## config.mk

```make
export PLATFORM = sky130hd
export DESIGN_NAME = alu4_arith_unit_flat
export DESIGN_NICKNAME = d
export VERILOG_FILES = /design/src/rtl/alu4_arith_unit_if.sv /design/src/rtl/alu4_arith_unit.sv /design/src/flat_wrapper.sv
export SDC_FILE = /design/constraint.sdc
export NUM_CORES = 1
export LEC_CHECK = 0
export ABC_AREA = 1
export CELL_PAD_IN_SITES_DETAIL_PLACEMENT = 0
export CELL_PAD_IN_SITES_GLOBAL_PLACEMENT = 2
export CORE_MARGIN = 4
export CORE_UTILIZATION = 31
export CTS_BUF_LIST = sky130_fd_sc_hd__clkbuf_8
export CTS_CLUSTER_SIZE = 14
export DETAILED_ROUTE_END_ITERATION = 10
export HOLD_SLACK_MARGIN = 0.1
export PLACE_DENSITY = 0.89
export SYNTH_ARGS = -nofsm -noshare
export SYNTH_HDL_FRONTEND = slang
export SYNTH_SLANG_ARGS = --single-unit
```

## constraint.sdc

```tcl
create_clock -name clk -period 1.9 [get_ports clk]
set_input_delay 0.57 -clock clk [delete_from_list [all_inputs] [get_ports clk]]
set_output_delay 0.57 -clock clk [all_outputs]
set_load 0.1 [all_outputs]
```

## src/rtl/alu4_arith_unit_if.sv

```systemverilog
// alu4_arith_unit_if
// Purpose : request/response bundle for the registered 4-bit ALU.
// Signals : in_valid/a/b/sel    - operation request, driven by the master
//           out/c/v/z/out_valid - registered result and flags, driven by the slave
interface alu4_arith_unit_if #(
  parameter int WIDTH = 4
);
  logic             in_valid;
  logic [WIDTH-1:0] a;
  logic [WIDTH-1:0] b;
  logic [2:0]       sel;
  logic [WIDTH-1:0] out;
  logic             c;
  logic             v;
  logic             z;
  logic             out_valid;

  modport master (
    output in_valid, a, b, sel,
    input  out, c, v, z, out_valid
  );

  modport slave (
    input  in_valid, a, b, sel,
    output out, c, v, z, out_valid
  );
endinterface

```

## src/rtl/alu4_arith_unit.sv

```systemverilog
// alu4_arith_unit
// Purpose : one-cycle-latency arithmetic/logic unit. Ripple add / ripple
//           subtract plus AND/OR/XOR; result and carry/overflow/zero flags
//           are registered together when in_valid is sampled high.
// Ports   : clk   - rising-edge clock
//           rst_n - asynchronous active-low reset
//           bus   - slave side of alu4_arith_unit_if (request in, result out)
module alu4_arith_unit #(
  parameter int WIDTH = 4
) (
  input  logic               clk,
  input  logic               rst_n,
  alu4_arith_unit_if.slave   bus
);

  // Ripple-carry adder; returns {carry_out, sum}.
  function automatic logic [WIDTH:0] full_adder_vector(
    input logic [WIDTH-1:0] x,
    input logic [WIDTH-1:0] y,
    input logic             cin
  );
    logic [WIDTH-1:0] sum_v;
    logic             carry_v;
    carry_v = cin;
    for (int i = 0; i < WIDTH; i++) begin
      sum_v[i] = x[i] ^ y[i] ^ carry_v;
      carry_v  = (x[i] & y[i]) | (carry_v & (x[i] ^ y[i]));
    end
    return {carry_v, sum_v};
  endfunction

  // Ripple-borrow subtractor computing x - y; returns {borrow_out, diff}.
  function automatic logic [WIDTH:0] full_subtractor_vector(
    input logic [WIDTH-1:0] x,
    input logic [WIDTH-1:0] y,
    input logic             bin
  );
    logic [WIDTH-1:0] diff_v;
    logic             borrow_v;
    borrow_v = bin;
    for (int i = 0; i < WIDTH; i++) begin
      diff_v[i] = x[i] ^ y[i] ^ borrow_v;
      borrow_v  = (~x[i] & y[i]) | (~(x[i] ^ y[i]) & borrow_v);
    end
    return {borrow_v, diff_v};
  endfunction

  // Signed overflow of x + y given the truncated sum.
  function automatic logic add_ovf(
    input logic [WIDTH-1:0] x,
    input logic [WIDTH-1:0] y,
    input logic [WIDTH-1:0] s
  );
    return (x[WIDTH-1] == y[WIDTH-1]) && (s[WIDTH-1] != x[WIDTH-1]);
  endfunction

  // Signed overflow of x - y given the truncated difference.
  function automatic logic sub_ovf(
    input logic [WIDTH-1:0] x,
    input logic [WIDTH-1:0] y,
    input logic [WIDTH-1:0] d
  );
    return (x[WIDTH-1] != y[WIDTH-1]) && (d[WIDTH-1] != x[WIDTH-1]);
  endfunction

  logic [WIDTH:0]   w_add;
  logic [WIDTH:0]   w_sub_ab;
  logic [WIDTH:0]   w_sub_ba;
  logic [WIDTH-1:0] w_out;
  logic             w_c;
  logic             w_v;

  logic [WIDTH-1:0] r_out;
  logic             r_c;
  logic             r_v;
  logic             r_z;
  logic             r_out_valid;

  assign w_add    = full_adder_vector(bus.a, bus.b, 1'b0);
  assign w_sub_ab = full_subtractor_vector(bus.a, bus.b, 1'b0);
  assign w_sub_ba = full_subtractor_vector(bus.b, bus.a, 1'b0);

  // Operation decode: next result and flags from the current operands.
  always_comb begin
    w_out = {WIDTH{1'b0}};
    w_c   = 1'b0;
    w_v   = 1'b0;
    case (bus.sel)
      3'b000: begin
        w_out = {WIDTH{1'b0}};
        w_c   = 1'b0;
        w_v   = 1'b0;
      end
      3'b001: begin
        w_out = w_sub_ba[WIDTH-1:0];
        w_c   = w_sub_ba[WIDTH];
        w_v   = sub_ovf(bus.b, bus.a, w_sub_ba[WIDTH-1:0]);
      end
      3'b010: begin
        w_out = w_sub_ab[WIDTH-1:0];
        w_c   = w_sub_ab[WIDTH];
        w_v   = sub_ovf(bus.a, bus.b, w_sub_ab[WIDTH-1:0]);
      end
      3'b011: begin
        w_out = w_add[WIDTH-1:0];
        w_c   = w_add[WIDTH];
        w_v   = add_ovf(bus.a, bus.b, w_add[WIDTH-1:0]);
      end
      3'b100: begin
        w_out = bus.a ^ bus.b;
        w_c   = 1'b0;
        w_v   = 1'b0;
      end
      3'b101: begin
        w_out = bus.a | bus.b;
        w_c   = 1'b0;
        w_v   = 1'b0;
      end
      3'b110: begin
        w_out = bus.a & bus.b;
        w_c   = 1'b0;
        w_v   = 1'b0;
      end
      3'b111: begin
        // Deliberate "all ones" pattern with both flags raised.
        w_out = {WIDTH{1'b1}};
        w_c   = 1'b1;
        w_v   = 1'b1;
      end
      default: begin
        w_out = {WIDTH{1'b0}};
        w_c   = 1'b0;
        w_v   = 1'b0;
      end
    endcase
  end

  // Result/flag registers: load on in_valid, otherwise hold.
  always_ff @(posedge clk or negedge rst_n) begin
    if (!rst_n) begin
      r_out <= {WIDTH{1'b0}};
      r_c   <= 1'b0;
      r_v   <= 1'b0;
      r_z   <= 1'b1;
    end else if (bus.in_valid) begin
      r_out <= w_out;
      r_c   <= w_c;
      r_v   <= w_v;
      r_z   <= ~|w_out;
    end else begin
      r_out <= r_out;
      r_c   <= r_c;
      r_v   <= r_v;
      r_z   <= r_z;
    end
  end

  // Output-valid pipeline: follows in_valid by one cycle.
  always_ff @(posedge clk or negedge rst_n) begin
    if (!rst_n) begin
      r_out_valid <= 1'b0;
    end else begin
      r_out_valid <= bus.in_valid;
    end
  end

  assign bus.out       = r_out;
  assign bus.c         = r_c;
  assign bus.v         = r_v;
  assign bus.z         = r_z;
  assign bus.out_valid = r_out_valid;

endmodule

```

## src/flat_wrapper.sv

```systemverilog
// flat-port wrapper written by rule: the top's interface ports become plain ports
module alu4_arith_unit_flat 
#(
  parameter int WIDTH = 4
)
  (clk, rst_n, bus_in_valid, bus_a, bus_b, bus_sel, bus_out, bus_c, bus_v, bus_z, bus_out_valid);
  alu4_arith_unit_if #(.WIDTH(WIDTH)) bus_i ();
  input  logic clk;
  input  logic rst_n;
  input wire logic [$bits(bus_i.in_valid)-1:0] bus_in_valid;
  input wire logic [$bits(bus_i.a)-1:0] bus_a;
  input wire logic [$bits(bus_i.b)-1:0] bus_b;
  input wire logic [$bits(bus_i.sel)-1:0] bus_sel;
  output wire logic [$bits(bus_i.out)-1:0] bus_out;
  output wire logic [$bits(bus_i.c)-1:0] bus_c;
  output wire logic [$bits(bus_i.v)-1:0] bus_v;
  output wire logic [$bits(bus_i.z)-1:0] bus_z;
  output wire logic [$bits(bus_i.out_valid)-1:0] bus_out_valid;
  assign bus_i.in_valid = bus_in_valid;
  assign bus_i.a = bus_a;
  assign bus_i.b = bus_b;
  assign bus_i.sel = bus_sel;
  assign bus_out = bus_i.out;
  assign bus_c = bus_i.c;
  assign bus_v = bus_i.v;
  assign bus_z = bus_i.z;
  assign bus_out_valid = bus_i.out_valid;
  alu4_arith_unit #(.WIDTH(WIDTH)) u_core (.clk(clk), .rst_n(rst_n), .bus(bus_i));
endmodule
```

---- Word level (Yosys, flattened, before mapping) ----
Cells that the tools add are included.
word-level totals
  flip-flop bits (word level) ............. 8
  logic and storage cells ................. 85
cells by class
  muxes and demuxes ....................... 3
  reduce and logical (&&, ||, !) cells .... 7
  equality and inequality tests ........... 13
  bitwise gates (word level) .............. 57
operators by type and width
  kind                  number
  $pmux W4 S8           1
  $and A1 B1 Y1         21
  $xor A1 B1 Y1         13
  $eq A3 B3 Y1 const B  4
  $not A1 Y1            11
  $pmux W1 S5           2
  $or A1 B1 Y1          9
  $reduce_or A4 Y1      2
  $eq A3 B2 Y1 const B  2
  $ne A1 B1 Y1          5
  $and A4 B4 Y4         1
  $or A4 B4 Y4          1
  $xor A4 B4 Y4         1
  $eq A3 B1 Y1 const B  1
  $logic_and A1 B1 Y1   3
  $logic_not A3 Y1      1
  $eq A1 B1 Y1          1
  $logic_not A1 Y1      1

---- Depth between registers and ports, before layout ----
Gate-level depths: netlist of the first run.
  word-level depth ........................ 10
  depth in mapped cells ................... 14
  mapped depth without buffers ............ 14

---- Least setup slack after synthesis of the first run ----
No wires, ideal clock.
  path kind ............................... input to register
  start point ............................. input bus_b[1]
  end point ............................... register u_core.r_z, in the netlist u_core.bus.z
  required time ........................... 1.839 ns
  library setup time ...................... 0.061 ns
  path buffers ............................ 0
  arrival ................................. 2.194 ns
  stages on the path ...................... 14
  slack ................................... -0.355 ns
  path through ............................ inv_1 > ha_1 > inv_1 > nand2_1 > nand2_1 > a21oi_1 > fa_1 > inv_1 > o22ai_1 > nor2_1 > nand3_1 > nor2_1 > nand3_1 > nand2_1
between the ends
  longest elaborated chain between the ends .. 10
  elaborated cells between the ends (all ways) .. 33
  classes of those cells .................. mux (1); bitwise (30); reduce/logical (2)
RTL lines
  item                  RTL line                text
  start, declared       flat_wrapper.sv:12      input wire logic [$bits(bus_i.b)-1:0] bus_b;
  $xor A1 B1 Y1         -
  $not A1 Y1            alu4_arith_unit.sv:43   borrow_v = (~x[i] & y[i]) | (~(x[i] ^ y[i]) & borrow_v);
  $and A1 B1 Y1         alu4_arith_unit.sv:43
  $or A1 B1 Y1          alu4_arith_unit.sv:43
  $and A1 B1 Y1         alu4_arith_unit.sv:43
  $or A1 B1 Y1          alu4_arith_unit.sv:43
  $xor A1 B1 Y1         alu4_arith_unit.sv:42   diff_v[i] = x[i] ^ y[i] ^ borrow_v;
  $pmux W4 S8 *         alu4_arith_unit.sv:88   case (bus.sel)
  $reduce_or A4 Y1 *    alu4_arith_unit.sv:149  r_z <= ~|w_out;
  $logic_not A1 Y1 *    alu4_arith_unit.sv:149
  end signal, assigned  alu4_arith_unit.sv:149
  end signal, assigned  alu4_arith_unit.sv:154  r_z <= r_z;
  end, declared         alu4_arith_unit.sv:76   logic r_z;
Mark *: on every way between the ends. The rest lies on a longest branch, timed or not.
A chain may end at the register's enable or synchronous reset.

---- Final worst setup path of the first run ----
Same ends and word-level chain as after synthesis.

==> impl_summary.log, run 1 <==
INFO  metric result_of_the_run = finished, violations left
INFO  metric violations = negative setup slack
INFO  metric synth-seq-area-share = 20.7%
INFO  metric postLayoutSetupSlackWorst = -254 ps
INFO  metric cts_tree = done
INFO  metric rsz0062_at_grt = yes
INFO  metric area_used_by_multi_input_combinational_logic = 805 sq um
INFO  metric synth.top_cells.by_count = sky130_fd_sc_hd__nand2_1 (31), sky130_fd_sc_hd__inv_1 (17), sky130_fd_sc_hd__ha_1 (14), sky130_fd_sc_hd__nand3_1 (9), sky130_fd_sc_hd__nor2_1 (9)
INFO  metric critPathSlowestCell = sky130_fd_sc_hd__fa_1
INFO  metric footprint_of_the_flip_flops_and_latches = 201 sq um
INFO  metric synth.distinct_cells = 28
INFO  metric synth_top_cells_by_area = sky130_fd_sc_hd__dfrtp_1 (18%), sky130_fd_sc_hd__ha_1 (18%), sky130_fd_sc_hd__nand2_1 (12%)
INFO  metric cts-htree-levels = 1
INFO  metric fp.coreArea = between 3000 and 4000 sq um
INFO  metric number_of_antenna_violations_at_the_first_check_in_global_routing = 0
INFO  metric maxSlewHeadroom = between 70 and 80%
INFO  metric crit_path_max_incr_delay = about 430 ps
INFO  metric irDropWorstVdd = 0.000197 V
INFO  metric final_period_minus_worst_setup_slack = 2150 ps
INFO  metric mappedNetlistNets = about 160
INFO  metric placement_rows = 20
INFO  metric critical_path.cell_chain = buf_12 > inv_12 > ha_4 > inv_4 > nand2_2 > nand2_2 > a21oi_2 > fa_1 > inv_2 > o22ai_2 > nor2_1 > nand3_1 > nor2_1 > nand3_1 > nand2_1
INFO  metric worst_skew_pair.late_latency = 230 ps
INFO  metric clk_transition_reported_paths = ~40 ps
INFO  metric place.detailed.hpwl = 2150 um
INFO  metric layout.nets = 225
INFO  metric power-per-cell-area = around 570 nW/um^2
INFO  metric hold_buffers = 0
INFO  metric gpl_congestion = a little over 0.8
INFO  metric final.fill_count = 281
INFO  metric die_y = 64.1 um
INFO  metric path_class = in -> reg
INFO  metric drt_first_iter_violations = 41
INFO  metric max_cap_violations = 0
INFO  metric area_share_of_the_leading_cell_type_in_the_synthesized_netlist = between 10% and 20%
INFO  metric synth_async_sr_flop_share = 100%
INFO  metric finalSetupViolCount = 3
INFO  metric area_delta_synth_final = 83.8%
INFO  metric drc_errors = 0
INFO  metric maximum_number_of_pins_on_one_net_before_global_route_repair = 9
INFO  metric numClockSinks = 8
INFO  metric fin_skew = 0 ps
INFO  metric static_power_due_to_leakage = 0.901 nW
INFO  metric fin_crit_sh = 113%
INFO  metric cp_data_required_time = 2070 ps
INFO  metric ant_nets = 0
INFO  metric final_layout_size_suffix_gt1_share = ~54%
INFO  metric cp.arrival = 2330 ps
INFO  metric detailedPlace.worstSlack = -1050 ps
INFO  metric count_of_input_and_output_buffers = 21
INFO  metric number_of_global_route_vias_before_repair = 1060
INFO  metric start_util = 32.2%
INFO  metric largest_fanout_on_the_critical_path = 3
INFO  metric endpoint_kind = register
INFO  metric insertedDiodeCount = 0
INFO  metric start_kind = input port
INFO  metric transition_at_the_pin_with_the_smallest_max_transition_slack = between 400 and 500 ps
INFO  metric viasPerCell = 4.58
INFO  metric die-area = 4100 sq um
INFO  metric fin_worst_hold_slack = 483 ps
INFO  metric wl = 2630 um
INFO  metric cts.root.buffer_cell = sky130_fd_sc_hd__clkbuf_8
INFO  metric report.final.slew_viol_count = 0
INFO  metric fmax = roughly 0.46 GHz
INFO  metric i_o_pins = 22
INFO  metric route.vias.total = 1085
INFO  metric synth-edff-count = 0
INFO  metric grt-ovfl-total = 0
INFO  metric postLayoutCoreUtil = 59.2%
INFO  metric grt.total_usage = between 10% and 20%
INFO  metric wire_per_inst = about 11 um
INFO  metric die_x = 64.1 um
INFO  metric post_synth_inst_count = around 130
INFO  metric synth_ff_type = sky130_fd_sc_hd__dfrtp_1
INFO  metric finish.cell_count_without_fillers = between 200 and 250
INFO  metric cts_max_path_buffers = 2
INFO  metric timing.setup.tns = -662 ps
INFO  metric cts-buffers-inserted = 3
INFO  metric synth.avg_cell_area = approximately 7.3 sq um
INFO  metric most_instantiated_library_cell_after_synthesis = sky130_fd_sc_hd__nand2_1
INFO  metric min_path_type = reg -> reg
INFO  metric dr.pass1.iters = 4
INFO  metric placedCellCount = approximately 230
INFO  metric netlist_area = slightly below 1000 sq um
INFO  metric ys_seq_elements = 8
INFO  metric synthDominantAreaCellType = sky130_fd_sc_hd__dfrtp_1
INFO  metric synth.yosys.warnings = 0
INFO  metric report.final.hold_viol_count = 0
INFO  metric grt_first_pass_wirelength = between 4000 and 5000 um
==> power by group <==
group | switching [W] | leakage [nW] | internal [W]
Clock | 0.0000702 | 0.0269 | 0.000140
Combinational | 0.000342 | 0.780 | 0.000258
Sequential | 0.0000225 | 0.0946 | 0.000195
==> per-layer routing <==
metal | GRT usage (%) | up-vias | part of all wire (%)
met5 | 0 | - | 0
met4 | 4.58 | 0 | 1.2
met3 | 2.11 | 3 | 2.9
met2 | 25.0 | 20 | 54
met1 | 14.8 | 503 | 42
li1 | - | 559 | -
==> stage by stage <==
step,area (sq um),power [W]
after CTS,1690,0.000996
after global routing,1790,0.00109
after global placement,1600,0.000755
after detailed placement,1600,0.000759
after floorplan,1030,0.000525
final,1790,0.00103
==> final cells by class <==
type	count	share of cell area, %
multi-input cells	101	44.9
repair buffers	58	32.4
flip-flops and latches	8	11.2
inverters	22	5.87
well taps	44	3.07
clock buffers	3	2.30
clock inverters	1	0.209
==> critical path: cells and delay by family <==
kind	cells	cell delay (ps)
and+or+nand+nor	7	580
buffers and inverters	4	240
AOI/OAI and AO/OA	2	210
adders and majority gates	2	710
==> cell families (layout without fill, tap and decap cells) <==
family / Yosys count / in the layout / share of synthesized area (%)
compound gates: 19 / 19 / 12.6
xor+xnor: 1 / 1 / 0.899
simple gates: 64 / 64 / 32.1
buf+inv: 24 / 84 / 9.63
flops: 8 / 8 / 20.7
fa+ha+maj: 17 / 17 / 24.1
==> worst paths after layout <==
check | start | end | slack [ps] | cells after the start
worst max-delay path | bus_b[1] | u_core.bus.z | -250 | 15
max in group asynchronous | rst_n | u_core.bus.z | 990 | 1
worst min-delay path | u_core.bus.z | u_core.bus.z | 480 | 2
min in group asynchronous | rst_n | u_core.bus.out_valid | 610 | 1
worst max register to register | u_core.bus.z | u_core.bus.z | 1180 | 2
worst min register to register | u_core.bus.z | u_core.bus.z | 480 | 2
==> cells in the final DEF (no fill, tap or decap), drive strengths merged <==
cell type / n
nor2: 10
fa: 3
nand4: 4
o22ai: 2
inv: 23
nand2: 32
o21a: 1
nand3: 15
dfrtp: 7
buf: 48
dlymetal6s2s: 4
a31oi: 1
nor3: 3
o2111ai: 1
clkdlybuf4s50: 3
o21ai: 7
xor2: 1
a21oi: 3
a211oi: 3
clkbuf: 6
ha: 14
o32a: 1
dfstp: 1
==> registers in the layout, summed over array words and instances, names as in the netlist <==
register and flops:
u_core.bus.out 4, u_core.bus.c 1, u_core.bus.v 1, u_core.bus.out_valid 1, u_core.bus.z 1
==> repair_timing <==
action,in CTS,in global routing
setup buffers,5,2
pin swaps,17,25
setup endpoints to repair,5,6
resized for setup,23,41
(Power assumes the default switching activity.)
==> run 2: changes to the inputs <==
- CORE_UTILIZATION: 31 -> 39
- DONT_BUFFER_PORTS: unset -> 1
- GPL_TIMING_DRIVEN: unset -> 1
- PLACE_DENSITY: 0.89 -> 0.88
- SLEW_MARGIN: unset -> 5
==> run 2 against run 1 <==
Net effect:
- the run still ends with negative setup slack left
- wire length shrank 6.9%
- register-to-register slack lost 370 ps
- worst hold slack lost 300 ps
- combinational power shrank 31%
- clock skew is the same
- cell area shrank 28%
- via count shrank 10%
- critical path type unchanged
- critical endpoint unchanged
==> impl_summary.log, run 2 (synthesis gave the netlist of run 1 again) <==
INFO  metric endpoint_kind = register
INFO  metric rr_startpoint = u_core.bus.z
INFO  metric viasPerCell = 5.24 (+14%)
INFO  metric area_delta_synth_final = 32.7%
INFO  metric postLayoutCoreUtil = 56.3% (-2.9 points)
INFO  metric layout.cells.most_common_list = sky130_fd_sc_hd__nand2_1 (27), sky130_fd_sc_hd__buf_4 (22), sky130_fd_sc_hd__inv_1 (12), sky130_fd_sc_hd__ha_1 (12)
INFO  metric p_comb_share = 48.5% (-9.9 points)
INFO  metric grt.total_usage = 15.7% (+2.5 points)
INFO  metric final_common_cell = sky130_fd_sc_hd__nand2_1
INFO  metric grt-ovfl-total = 0 (unchanged)
INFO  metric numClockSinks = 8 (unchanged)
INFO  metric route.vias.total = 974 (-10%)
INFO  metric min_path_type = in -> async
INFO  metric cts_max_path_buffers = 2 (unchanged)
INFO  metric report.final.slew_viol_count = 0 (unchanged)
INFO  metric worst_skew_pair.late_latency = 230 ps (about the same)
INFO  metric dr.pass1.iters = 4 (unchanged)
INFO  metric layout.nets = 190 (-16%)
INFO  metric irDropWorstVdd = 0.000634 V (+220%)
INFO  metric placement_rows = 17 (-15%)
INFO  metric die-area = 3360 sq um (-18%)
INFO  metric number_of_antenna_violations_at_the_first_check_in_global_routing = 0 (unchanged)
INFO  metric wire_per_inst = 13.2 um (+19%)
INFO  metric count_of_input_and_output_buffers = 0 (-100%)
INFO  metric finalSetupViolCount = 3 (unchanged)
INFO  metric final_layout_size_suffix_gt1_share = 36.1% (-18 points)
INFO  metric pwr-share-seq = 26.0% (+4.8 points)
INFO  metric wl = 2450 um (-6.9%)
INFO  metric cts.root.buffer_cell = sky130_fd_sc_hd__clkbuf_8
INFO  metric largest_fanout_on_the_critical_path = 3 (unchanged)
INFO  metric final_period_minus_worst_setup_slack = 2010 ps (-143 ps)
INFO  metric totalPowerFinal = 0.000849 W (-17%)
INFO  metric die_y = 58.0 um (-9.5%)
INFO  metric transition_at_the_pin_with_the_smallest_max_transition_slack = 503 ps (+102 ps)
INFO  metric internal-power = 0.000468 W (-21%)
INFO  metric number_of_global_route_vias_before_repair = 897 (-15%)
INFO  metric setup.reg_to_reg.worst_slack = 810 ps (-370 ps)
INFO  metric cts-htree-levels = 1 (unchanged)
INFO  metric power-per-cell-area = 656 nW/um^2 (+14%)
INFO  metric cts-buffers-inserted = 3 (unchanged)
INFO  metric fin_crit_sh = 106% (-7.5 points)
INFO  metric maxSlewHeadroom = 66.5% (-6.8 points)
INFO  metric rsz0062_at_grt = yes
INFO  metric setup.worst_path.start = bus_b[1]
INFO  metric static_power_due_to_leakage = 0.660 nW (-27%)
INFO  metric fmax = 0.497 GHz (+7.1%)
INFO  metric switching_share_of_power = 44.8% (+2.5 points)
INFO  metric report.final.hold_viol_count = 0 (unchanged)
INFO  metric cp_data_required_time = 2070 ps (about the same)
INFO  metric fp.coreArea = 2300 sq um (-24%)
INFO  metric drt_first_iter_violations = 20 (-51%)
INFO  metric start_kind = input port
INFO  metric path_class = in -> reg
INFO  metric crit_path_max_incr_delay = 570 ps (+140 ps)
INFO  metric p_switching = 0.000381 W (-12%)
INFO  metric critical_path.cell_chain = inv_12 > ha_4 > nand2_1 > nand2_2 > a21oi_2 > fa_1 > o22ai_2 > nor2_1 > nand3_1 > nor2_1 > nand3_1 > nand2_1
INFO  metric critPathSlowestCell = sky130_fd_sc_hd__fa_1
INFO  metric violations = negative setup slack
INFO  metric place.detailed.hpwl = 2020 um (-5.9%)
INFO  metric endpoint = u_core.bus.z
INFO  metric i_o_pins = 22 (unchanged)
INFO  metric drc_errors = 0 (unchanged)
INFO  metric fin_skew = 0 ps (unchanged)
INFO  metric maximum_number_of_pins_on_one_net_before_global_route_repair = 10 (+1)
INFO  metric cts_tree = done
INFO  metric postLayoutSetupSlackWorst = -111 ps (+143 ps)
INFO  metric max_cap_violations = 0 (unchanged)
INFO  metric result_of_the_run = finished, violations left
INFO  metric grt_first_pass_wirelength = 4050 um (-8.3%)
INFO  metric max_ffs_per_register = 4 (unchanged)
INFO  metric start_util = 42.4% (+10 points)
INFO  metric insertedDiodeCount = 0 (unchanged)
INFO  metric ant_nets = 0 (unchanged)
INFO  metric p_clk_share = 25.4% (+4.9 points)
INFO  metric cp.arrival = 2180 ps (-150 ps)
INFO  metric die_x = 58.0 um (-9.5%)
INFO  metric reg2regPathDepth = 2 (unchanged)
INFO  metric worst_r2r_end = u_core.bus.z
INFO  metric clk_transition_reported_paths = 40 ps (about the same)
INFO  metric gpl_congestion = 0.890 (+8.4%)
[run 2: worst min path at each step]
stage | startpoint | endpoint | slack (ps) | cells after the start
finish | rst_n | u_core.bus.z | 180 | 0
global route | rst_n | u_core.bus.z | 170 | 0
CTS | rst_n | u_core.bus.z | 180 | 0
detailed placement | rst_n | u_core.bus.v | 270 | 0
global placement | rst_n | u_core.bus.out_valid | 270 | 0
floorplan | rst_n | u_core.bus.c | 270 | 0
[run 2: power groups by stage]
stage / clock (W) / sequential (W) / combinational [W]
finish: 0.000216 / 0.000221 / 0.000412
global route: 0.000227 / 0.000224 / 0.000443
CTS: 0.000218 / 0.000222 / 0.000404
detailed placement: 0 / 0.000224 / 0.000394
global placement: 0 / 0.000223 / 0.000390
floorplan: 0 / 0.000367 / 0.000158
[run 2: area by class of cell]
cell class              instances  area (sq um)
multi-input cells             101           732
repair buffers                 23           175
well taps                      28          35.0
clock inverters                 1          3.75
inverters                      22           105
fillers                       223          1000
clock buffers                   3          41.3
flip-flops and latches          8           201
[run 2: critical path, delay by kind of cell]
kind,cells,cell delay [ps]
adders and majority gates,2,840
and+or+nand+nor,7,590
buffers and inverters,1,10
AOI/OAI and AO/OA,2,170
[run 2: metrics by stage]
| step | std cells | worst slack [ps] | area [sq um] | TNS (ps) | hold slack [ps] |
|---|---|---|---|---|---|
| detailed placement | 180 | -418 | 1210 | -1170 | 275 |
| global placement | 180 | -408 | 1210 | -1140 | 275 |
| CTS | 185 | -107 | 1270 | -201 | 177 |
| global route | 186 | -267 | 1290 | -629 | 172 |
| floorplan | 133 | -265 | 1030 | -719 | 274 |
| finish | 186 | -111 | 1290 | -228 | 182 |
[run 2: metal layers]
| layer | vias up | global-route usage (%) | part of all wire [%] | routed length [um] |
|---|---|---|---|---|
| met2 | 23 | 24.4 | 48 | 1170 |
| met4 | 0 | 4.97 | 1.5 | 37 |
| li1 | 487 | - | - | - |
| met1 | 459 | 21.1 | 46 | 1130 |
| met3 | 5 | 4.45 | 4.6 | 113 |
| met5 | - | 0 | 0 | 0 |
[run 2: what timing repair did]
item,in CTS,in global routing
setup buffers,0,1
hold buffers,1,0
setup endpoints to repair,3,3
hold endpoints to repair,7,0
gates resized for setup,4,4
pin swaps,9,4
==> run 3: changes to the inputs <==
- CORE_MARGIN: 4 -> unset
==> run 3 against run 2 <==
Net effect:
- the flow still finishes with violations (negative setup slack)
- via count shrank 2.9%
- sequential share of layout area down 0.060 points
- wire length increased by 0.37%
- non-clock buffer count decreased by 3
- fmax down 1.4%
- largest cell class unchanged
- largest power group unchanged
==> impl_summary.log, run 3 (synthesis gave the netlist of run 1 again) <==
INFO  metric fp.coreArea = 2280 sq um (-0.93%)
INFO  metric clk_transition_reported_paths = 40 ps (about the same)
INFO  metric p_comb_share = 48.9% (+0.4 points)
INFO  metric transition_at_the_pin_with_the_smallest_max_transition_slack = 519 ps (+16.2 ps)
INFO  metric start_kind = input port
INFO  metric die-area = 2700 sq um (-20%)
INFO  metric final_layout_size_suffix_gt1_share = 36.8% (+0.70 points)
INFO  metric final_common_cell = sky130_fd_sc_hd__nand2_1
INFO  metric setup.reg_to_reg.worst_slack = 800 ps (about the same)
INFO  metric min_path_type = in -> async
INFO  metric maxSlewHeadroom = 65.4% (-1.1 points)
INFO  metric rsz0062_at_grt = yes
INFO  metric reg2regPathDepth = 2 (unchanged)
INFO  metric cts_tree = done
INFO  metric number_of_antenna_violations_at_the_first_check_in_global_routing = 0 (unchanged)
INFO  metric cts_max_path_buffers = 2 (unchanged)
INFO  metric largest_fanout_on_the_critical_path = 3 (unchanged)
INFO  metric critical_path.cell_chain = inv_12 > ha_4 > inv_4 > nand2_1 > nand2_2 > a21oi_2 > fa_1 > inv_2 > o21ai_1 > a211oi_1 > nor3_1 > a31oi_1
INFO  metric placedCellCount = 175 (-2.8%)
INFO  metric drt_first_iter_violations = 26 (+30%)
INFO  metric rr_startpoint = u_core.bus.z
INFO  metric drc_errors = 0 (unchanged)
INFO  metric layout.nets = 187 (-1.6%)
INFO  metric number_of_global_route_vias_before_repair = 909 (+1.3%)
INFO  metric placement_rows = 17 (unchanged)
INFO  metric wire_per_inst = 13.4 um (+2.0%)
INFO  metric cts-htree-levels = 1 (unchanged)
INFO  metric result_of_the_run = finished, violations left
INFO  metric count_of_input_and_output_buffers = 0 (unchanged)
INFO  metric power-per-cell-area = 652 nW/um^2 (-0.68%)
INFO  metric maximum_number_of_pins_on_one_net_before_global_route_repair = 10 (unchanged)
INFO  metric wl = 2460 um (+0.37%)
INFO  metric critPathSlowestCell = sky130_fd_sc_hd__fa_1
INFO  metric gpl_congestion = 0.847 (-4.8%)
INFO  metric final_period_minus_worst_setup_slack = 2040 ps (+28.0 ps)
INFO  metric worst_skew_pair.late_latency = 230 ps (about the same)
INFO  metric max_ffs_per_register = 4 (unchanged)
INFO  metric cts-buffers-inserted = 3 (unchanged)
INFO  metric finish.cell_count_without_fillers = 183 (-1.6%)
INFO  metric static_power_due_to_leakage = 0.652 nW (-1.2%)
INFO  metric cp_data_required_time = 2050 ps (-20 ps)
INFO  metric cp.arrival = 2190 ps (about the same)
INFO  metric cts.root.buffer_cell = sky130_fd_sc_hd__clkbuf_8
INFO  metric fin_skew = 0 ps (unchanged)
INFO  metric endpoint_kind = register
INFO  metric pwr-share-seq = 26.3% (+0.3 points)
INFO  metric die_y = 52.0 um (-10%)
INFO  metric report.final.hold_viol_count = 0 (unchanged)
INFO  metric fin_crit_sh = 107% (+1.5 points)
INFO  metric start_util = 42.8% (+0.40 points)
INFO  metric violations = negative setup slack
INFO  metric i_o_pins = 22 (unchanged)
INFO  metric numClockSinks = 8 (unchanged)
INFO  metric grt.total_usage = 19.6% (+3.8 points)
INFO  metric max_cap_violations = 0 (unchanged)
INFO  metric grt_first_pass_wirelength = 3870 um (-4.4%)
INFO  metric viasPerCell = 5.17 (-1.3%)
INFO  metric path_class = in -> reg
INFO  metric irDropWorstVdd = 0.000685 V (+8.0%)
INFO  metric fmax = 0.491 GHz (-1.4%)
INFO  metric p_clk_share = 24.9% (-0.5 points)
INFO  metric switching_share_of_power = 44.8% (about the same)
INFO  metric postLayoutSetupSlackWorst = -139 ps (-28.0 ps)
INFO  metric finalSetupViolCount = 3 (unchanged)
INFO  metric grt-ovfl-total = 0 (unchanged)
INFO  metric p_switching = 0.000380 W (-0.27%)
INFO  metric postLayoutCoreUtil = 57.1% (+0.75 points)
INFO  metric insertedDiodeCount = 0 (unchanged)
INFO  metric fin_worst_hold_slack = 185 ps (+2.93 ps)
INFO  metric crit_path_max_incr_delay = 430 ps (-140 ps)
INFO  metric report.final.slew_viol_count = 0 (unchanged)
INFO  metric worst_r2r_end = u_core.bus.z
INFO  metric internal-power = 0.000467 W (-0.32%)
INFO  metric dr.pass1.iters = 4 (unchanged)
INFO  metric area_delta_synth_final = 33.2%
INFO  metric place.detailed.hpwl = 2000 um (-1.3%)
INFO  metric route.vias.total = 946 (-2.9%)
INFO  metric ant_nets = 0 (unchanged)
INFO  metric die_x = 52.0 um (-10%)
INFO  metric layout.cells.most_common_list = sky130_fd_sc_hd__nand2_1 (27), sky130_fd_sc_hd__buf_4 (19), sky130_fd_sc_hd__inv_1 (11)
==> run 3: cell types whose count changed in the layout (fill, tap and decap cells not counted), moves of 2 or more <==
cell                      previous run  this run
sky130_fd_sc_hd__ha_2                0         2
sky130_fd_sc_hd__nand2_4             0         2
sky130_fd_sc_hd__nand2_2             5         3
sky130_fd_sc_hd__buf_4              22        19
sky130_fd_sc_hd__ha_1               12        10
==> run 3: how the worst max path moves through the flow <==
stage	startpoint	slack, ps	cells past startpoint	end
6_report	bus_b[1]	-140	12	u_core.bus.v
5_1_grt	bus_b[1]	-240	14	u_core.bus.z
4_1_cts	bus_a[1]	-140	14	u_core.bus.z
3_5_place_dp	bus_b[1]	-420	14	u_core.bus.z
3_3_place_gp	bus_b[1]	-410	14	u_core.bus.z
2_1_floorplan	bus_b[1]	-260	14	u_core.bus.z
==> run 3: final cells by class <==
| type | count | area (sq um) |
|---|---|---|
| clock buffer | 3 | 41.3 |
| clock inverter | 1 | 3.75 |
| timing repair buffer | 20 | 153 |
| tap | 28 | 35.0 |
| inverter | 22 | 110 |
| fill | 212 | 977 |
| sequential | 8 | 201 |
| multi-input combinational | 101 | 754 |
==> run 3: routing by layer <==
layer / vias to the layer above / part of all wire (%) / global-route usage (%)
met1: 438 / 46 / 26.6
met5: - / 0 / 0
met2: 24 / 49 / 32.1
met4: 0 / 0 / 1.35
li1: 484 / - / -
met3: 0 / 5.2 / 5.26
==> run 3: worst max-delay path, delay by kind of cell <==
family,cells,cell delay [ps]
compound gates,4,540
fa+ha+maj,2,700
buf+inv,3,140
simple gates,3,230
==> run 3: timing repair <==
action,in CTS,in global routing
pin swaps,14,11
hold buffers,1,0
setup buffers,1,2
endpoints found under the setup margin,3,3
gates resized for setup,8,7
hold endpoints to repair,7,0
==> run 3: through the flow <==
step | worst slack, ps | power, W | area [sq um] | setup TNS, ps
floorplan | -265 | 0.000525 | 1030 | -719
global placement | -409 | 0.000604 | 1170 | -1180
detailed placement | -424 | 0.000606 | 1170 | -1200
CTS | -135 | 0.000836 | 1260 | -308
global route | -243 | 0.000889 | 1300 | -606
finish | -139 | 0.000846 | 1300 | -326
==> run 3: power groups by stage <==
| stage | clock network [W] | registers [W] | logic, W |
|---|---|---|---|
| floorplan | 0 | 0.000367 | 0.000158 |
| global placement | 0 | 0.000224 | 0.000380 |
| detailed placement | 0 | 0.000224 | 0.000382 |
| CTS | 0.000217 | 0.000222 | 0.000397 |
| global route | 0.000223 | 0.000224 | 0.000442 |
| finish | 0.000210 | 0.000222 | 0.000414 |
